**src/rtl/fifo_wr_arbiter.sv**
```systemverilog
// Round-robin arbiter sharing the async FIFO write port among NUM_REQ producers.
// A grant is held for a whole burst, ended by req_last or by the MAX_BURST beat cap.
module fifo_wr_arbiter #(
  parameter int NUM_REQ   = 4,
  parameter int DATA_W    = 8,
  parameter int MAX_BURST = 16
) (
  input  logic                        wclk,
  input  logic                        wrst_n,
  input  logic [NUM_REQ-1:0]          req_valid,
  input  logic [NUM_REQ-1:0]          req_last,
  input  logic [NUM_REQ*DATA_W-1:0]   req_data,
  output logic [NUM_REQ-1:0]          req_ready,
  input  logic                        wfull,
  output logic                        winc,
  output logic [DATA_W-1:0]           wdata,
  output logic [$clog2(NUM_REQ)-1:0]  grant_id,
  output logic                        busy
);

  localparam int IDX_W = $clog2(NUM_REQ);
  localparam int CNT_W = $clog2(MAX_BURST + 1);

  // Handshake: a beat moves on a cycle where req_valid[i] and req_ready[i] are both
  // high; ready is only offered to the current owner and only while the FIFO is not full.
  typedef enum logic {IDLE = 1'b0, XFER = 1'b1} state_t;

  state_t             state;
  logic [IDX_W-1:0]   owner;
  logic [IDX_W-1:0]   last_grant;
  logic [CNT_W-1:0]   beat_cnt;

  logic               pick_found;
  logic [IDX_W-1:0]   pick_idx;
  logic [IDX_W-1:0]   cand;
  logic               ready_o;
  logic               fire;
  logic               rel_burst;

  // Search starts just after the previous owner, so it ends up with lowest priority.
  always_comb begin
    pick_found = 1'b0;
    pick_idx   = '0;
    cand       = '0;
    for (int k = 1; k <= NUM_REQ; k++) begin
      cand = IDX_W'((int'(last_grant) + k) % NUM_REQ);
      if (!pick_found && req_valid[cand]) begin
        pick_found = 1'b1;
        pick_idx   = cand;
      end
    end
  end

  always_comb begin
    busy      = (state == XFER);
    ready_o   = busy & ~wfull;
    req_ready = ready_o ? (NUM_REQ'(1) << owner) : '0;
    winc      = busy & req_valid[owner] & ~wfull;
    fire      = winc;
    rel_burst = req_last[owner] | (beat_cnt == CNT_W'(MAX_BURST - 1));
    wdata     = busy ? req_data[owner*DATA_W +: DATA_W] : '0;
    grant_id  = owner;
  end

  always_ff @(posedge wclk or negedge wrst_n) begin
    if (!wrst_n) begin
      state      <= IDLE;
      owner      <= '0;
      last_grant <= IDX_W'(NUM_REQ - 1);
      beat_cnt   <= '0;
    end else begin
      case (state)
        IDLE: begin
          if (pick_found) begin
            owner      <= pick_idx;
            last_grant <= pick_idx;
            beat_cnt   <= '0;
            state      <= XFER;
          end
        end
        XFER: begin
          if (fire) begin
            if (rel_burst) begin
              state    <= IDLE;
              beat_cnt <= '0;
            end else begin
              beat_cnt <= beat_cnt + CNT_W'(1);
            end
          end
        end
        default: state <= IDLE;
      endcase
    end
  end

endmodule

```
**config.mk**
```make
export PLATFORM = sky130hd
export DESIGN_NAME = fifo_wr_arbiter
export DESIGN_NICKNAME = d
export VERILOG_FILES = /design/src/rtl/fifo_wr_arbiter.sv
export SDC_FILE = /design/constraint.sdc
export NUM_CORES = 1
export LEC_CHECK = 0
export CORE_UTILIZATION = 35
export CTS_BUF_LIST = sky130_fd_sc_hd__clkbuf_8
export CTS_CLUSTER_DIAMETER = 120
export DETAILED_ROUTE_END_ITERATION = 10
export PLACE_DENSITY_LB_ADDON = 0.05
export SETUP_SLACK_MARGIN = 0.5
export SYNTH_ARGS = -nofsm -noshare
export SYNTH_HDL_FRONTEND = slang
export SYNTH_SLANG_ARGS = --single-unit
export TNS_END_PERCENT = 1
```
**constraint.sdc**
```tcl
create_clock -name wclk -period 1.6 [get_ports wclk]
set_input_delay 0.32 -clock wclk [delete_from_list [all_inputs] [get_ports wclk]]
set_output_delay 0.32 -clock wclk [all_outputs]
set_load 0.02 [all_outputs]
```
### Word-level counts from Yosys, hierarchy flattened

Index checks and enable logic that the tools add are counted.
Widths: inputs -> output; s select.

| storage, ports and cells | value |
|---|---|
| memory bits (read-only) | 0 |
| bits in writable memories | 0 |
| register bits | 10 |
| latch bits | 0 |
| bits of input ports | 43 |
| memories kept | 0 |

| cells by class | value |
|---|---|
| equal/unequal tests | 3 |
| add/subtract/negate cells | 5 |
| divide/modulo/power cells | 0 |
| muxes and demuxes | 30 |
| shifts and indexed selects | 2 |
| bitwise logic cells | 6 |
| $mul | 0 |
| reduce and logical (&&, ||, !) cells | 8 |
| order comparisons | 5 |

Operators by type and width:

| cell | number |
|---|---|
| $shiftx 32x6->8 | 1 |
| $lt 2x3->1 const B | 5 |
| $mux 5 | 3 |
| $mux 1 | 13 |
| $bmux 1 s2 | 6 |
| $pmux 5 s2 | 1 |
| $mux 2 | 4 |
| $mux 8 | 1 |
| $add 5x1->5 const B | 1 |
| $eq 5x4->1 const B | 1 |
| $add 2x1->2 const B | 2 |
| $add 2x2->2 const B | 2 |
| $mux 4 | 1 |
| $ne 2x2->1 const B | 2 |
| $reduce_and 2->1 | 2 |
| $shl 1x2->4 const A | 1 |
| $and 1x1->1 | 3 |
| $logic_and 1x1->1 | 3 |
| $logic_not 1->1 | 3 |
| $not 1->1 | 2 |
| $pmux 1 s2 | 1 |
| $or 1x1->1 | 1 |

### Depth between registers and ports, before layout

| depth | value |
|---|---|
| depth after elaboration | 15 |
| gate-level depth with buffers | 7 |
| mapped depth without buffers | 7 |

### Least setup slack after synthesis

OpenSTA, ideal clock, no wires.

| path | value |
|---|---|
| path kind | register -> output |
| start | register owner[0] (netlist: grant_id[0]) |
| end | output port wdata[4] |
| cell stages (with the launch flop) | 5 |
| path buffers | 2 |
| slack | -360 ps |
| arrival | 1640 ps |
| path through | dfrtp_1 buf_2 buf_2 mux4_2 and2_1 |

| on the way | value |
|---|---|
| cells in the longest elaborated chain, start to end | 2 |

Ends and longest elaborated chain:

| what | line | text |
|---|---|---|
| from (decl) | 29 | `logic [IDX_W-1:0] owner;` |
| from (signal assigned) | 75 | `owner <= pick_idx;` |
| $shiftx 32x6->8 | 61 | `wdata = busy ? req_data[owner*DATA_W +: DATA_W] : '0;` |
| $mux 8 | 61 |  |
| to (decl) | 16 | `output logic [DATA_W-1:0] wdata,` |

Every way passes these cells.

### Final worst setup path

| path | value |
|---|---|
| start | register owner[0] (netlist: grant_id[0]) |
| end | output port wdata[3] |

The elaborated chain is that of the path after synthesis.

==> results.json <==
{
  "outcome": "finished with violations",
  "violations": "negative setup slack",
  "fmax_mhz": 537,
  "synthCells": 97,
  "cts_tree": "built",
  "hold_viol": 0,
  "synth-seq-area-share_pct": 25.9,
  "diodes": 0,
  "ir_drop_uv": 1200,
  "vias": 1097,
  "min_path_type": "input port to asynchronous set/reset pin",
  "clockBufferDepth": 2,
  "power_frac_comb_pct": 74.3,
  "power_density_nw_per_um2": 1580,
  "grt_pass1_wl_um": 4380,
  "worstMarginPinSlew_ns": 0.442,
  "synthTopCellsByCount": "mux4_2 (9), nand2_1 (9), nor2_1 (9), and2_1 (8), dfrtp_1 (8)",
  "place_inst": 198,
  "slew_headroom_pct": 70.5,
  "internal_power_mw": 1.86,
  "fin_ws_ns": -0.262,
  "gr-usage-all-layers_pct": 20.4,
  "dr.pass1.iters": 3,
  "viasPerCell": 5.38,
  "worstPathRequired_ns": 1.28,
  "p_sw_mw": 1.20,
  "synth_top_area_cell": "mux4_2",
  "h-tree-depth": 1,
  "drv_slew": 0,
  "drive_above_1_share_pct": 44.8,
  "drt-initial-drc-count": 2,
  "top_level_ports": 59,
  "synth_edf_count": 0,
  "die-area_um2": 3000,
  "drv_cap": 0,
  "root_buffer": "clkbuf_8",
  "post-route-drc-count": 0,
  "wirelength_um": 3190,
  "p_leak_nw": 0.840,
  "postSynthRegisterBits": 10,
  "clk_pin_slew_ns": 0.05,
  "netSwitchingFraction_pct": 39.1,
  "cts.sinks": 10,
  "synth_area_per_cell_um2": 10.1,
  "antenna_found_initial": 0,
  "skew_ns": 0.000733,
  "synth_fp_nets": 142,
  "initial_core_util_pct": 38.3,
  "io_buffers": 58,
  "finalCritPeriodShare_pct": 116,
  "crit_path_end_kind": "primary output",
  "grt_pass1_vias": 1045,
  "fillers": 182,
  "p_seq_share_pct": 15.3,
  "netlist_top_cells_area": "mux4_2 (21%), dfrtp_1 (21%), dfstp_2 (5.4%), and2_1 (5.1%), nand2_1 (3.5%)",
  "cp.arrival_ns": 1.54,
  "clk_latency_ns": 0.24,
  "min_period_ns": 1.86,
  "yosysWarnings": 0,
  "pre_cts_ws_ns": -0.622,
  "synth_ff_type": "dfrtp_1",
  "synth_top_cell_area_share_pct": 20.8,
  "ys_async_sr_fraction_pct": 100,
  "synth.distinct_cells": 36,
  "row_count": 18,
  "gp_congestion": 0.746,
  "die_height_um": 54.8,
  "wl_per_cell_um": 15.6,
  "rsz0062_at_grt": "true",
  "setup_tns_ns": -2.54,
  "ant_nets": 0,
  "grt_max_degree": 18,
  "final_nets": 220,
  "cts_hold_buf": 0,
  "p_clk_share_pct": 10.5,
  "cp-start-kind": "register",
  "overflow": 0,
  "critPathMaxFanout": 5,
  "die_w_um": 54.8,
  "report.power.total_mw": 3.06,
  "critPathKind": "register to primary output",
  "synthesis.area_um2": 976,
  "reg2reg_depth": 6,
  "fin_cells": 204,
  "syn_to_final_growth_pct": 98.3,
  "dp_hpwl_um": 2340,
  "setup_violations": 14,
  "cts_buffers": 3,
  "coreArea_um2": 2540
}
-- path summary, 6_finish.rpt --
check / start / to / slack [ns]
min in group wclk: beat_cnt[4]$_DFFE_PN0P_ / beat_cnt[4]$_DFFE_PN0P_ / 0.51
hold / removal: wrst_n / beat_cnt[3]$_DFFE_PN0P_ / 0.39
hold reg to reg: beat_cnt[4]$_DFFE_PN0P_ / beat_cnt[4]$_DFFE_PN0P_ / 0.51
max in group asynchronous: wrst_n / last_grant[0]$_DFFE_PN1P_ / 0.87
setup / recovery: grant_id[0]$_DFFE_PN0P_ / wdata[3] / -0.26
setup reg to reg: grant_id[0]$_DFFE_PN0P_ / beat_cnt[4]$_DFFE_PN0P_ / -0.13
-- cells by family after synthesis --
| logic type | synth area share (%) |
|---|---|
| and+or+nand+nor | 29.0 |
| adders and majority gates | 2.56 |
| muxes | 25.4 |
| AOI/OAI and AO/OA | 12.2 |
| DFF | 25.9 |
| buffers and inverters | 5.00 |
-- state kept, by name (all words and copies together) (netlist names) --
register / flops
beat_cnt: 5
busy: 1
grant_id: 2
last_grant: 2
-- power groups by stage --
stage	clock network, mW	registers [mW]	logic (mW)
after global routing	0.336	0.480	2.42
after detailed placement	0	0.512	1.87
after floorplan	0	0.487	1.16
after CTS	0.325	0.456	2.15
final	0.320	0.466	2.27
after global placement	0	0.508	1.83
-- cell usage in the layout (no fill, tap or decap), types with 3 or more instances in the layout --
cell type and n:
clkdlybuf4s50_1 38, buf_6 18, buf_4 16, mux4_2 9, nor2_1 9, and2_4 8, nand2_1 8, dfrtp_1 6
nand2b_1 4, clkbuf_8 4, dlygate4sd2_1 4, and3_1 3, mux2i_1 3
-- worst max-delay path: stages (launching register included) --
cell and delay, ns:
dfrtp_2 0.37, buf_6 0.14, mux4_2 0.49, and2_4 0.17, buf_6 0.12
-- metal layers --
| layer | global-route usage (%) | up-vias | share of wire, % | wire length [µm] |
|---|---|---|---|---|
| li1 | - | 516 | - | - |
| met1 | 21.1 | 536 | 38 | 1220 |
| met2 | 40.0 | 41 | 52 | 1660 |
| met3 | 5.00 | 4 | 8.5 | 270 |
| met4 | 4.70 | 0 | 1.1 | 36 |
| met5 | 0 | - | 0 | 0 |
-- cell type report --
type	instances	area, µm²	area share [%]
Multi-Input combinational cell	79	812	42.0
Clock buffer	4	55.1	2.84
Sequential cell	10	255	13.2
Timing Repair Buffer	79	768	39.7
Inverter	2	7.51	0.388
Tap cell	30	37.5	1.94
-- through the flow --
| step | area (µm²) | util (%) | hold slack (ns) |
|---|---|---|---|
| global route | 1940 | 76.1 | 0.435 |
| CTS | 1830 | 72.1 | 0.409 |
| floorplan | 1000 | - | 0.0244 |
| global placement | 1710 | 67.2 | 0.491 |
| finish | 1940 | 76.1 | 0.394 |
| detailed placement | 1710 | 67.2 | 0.503 |
-- what timing repair did --
action | CTS | global route
resized for setup | 105 | 18
endpoints found under the setup margin | 26 | 26
buffers inserted | 2 | 0
pin swaps | 12 | 3
(Power assumes the default switching activity.)
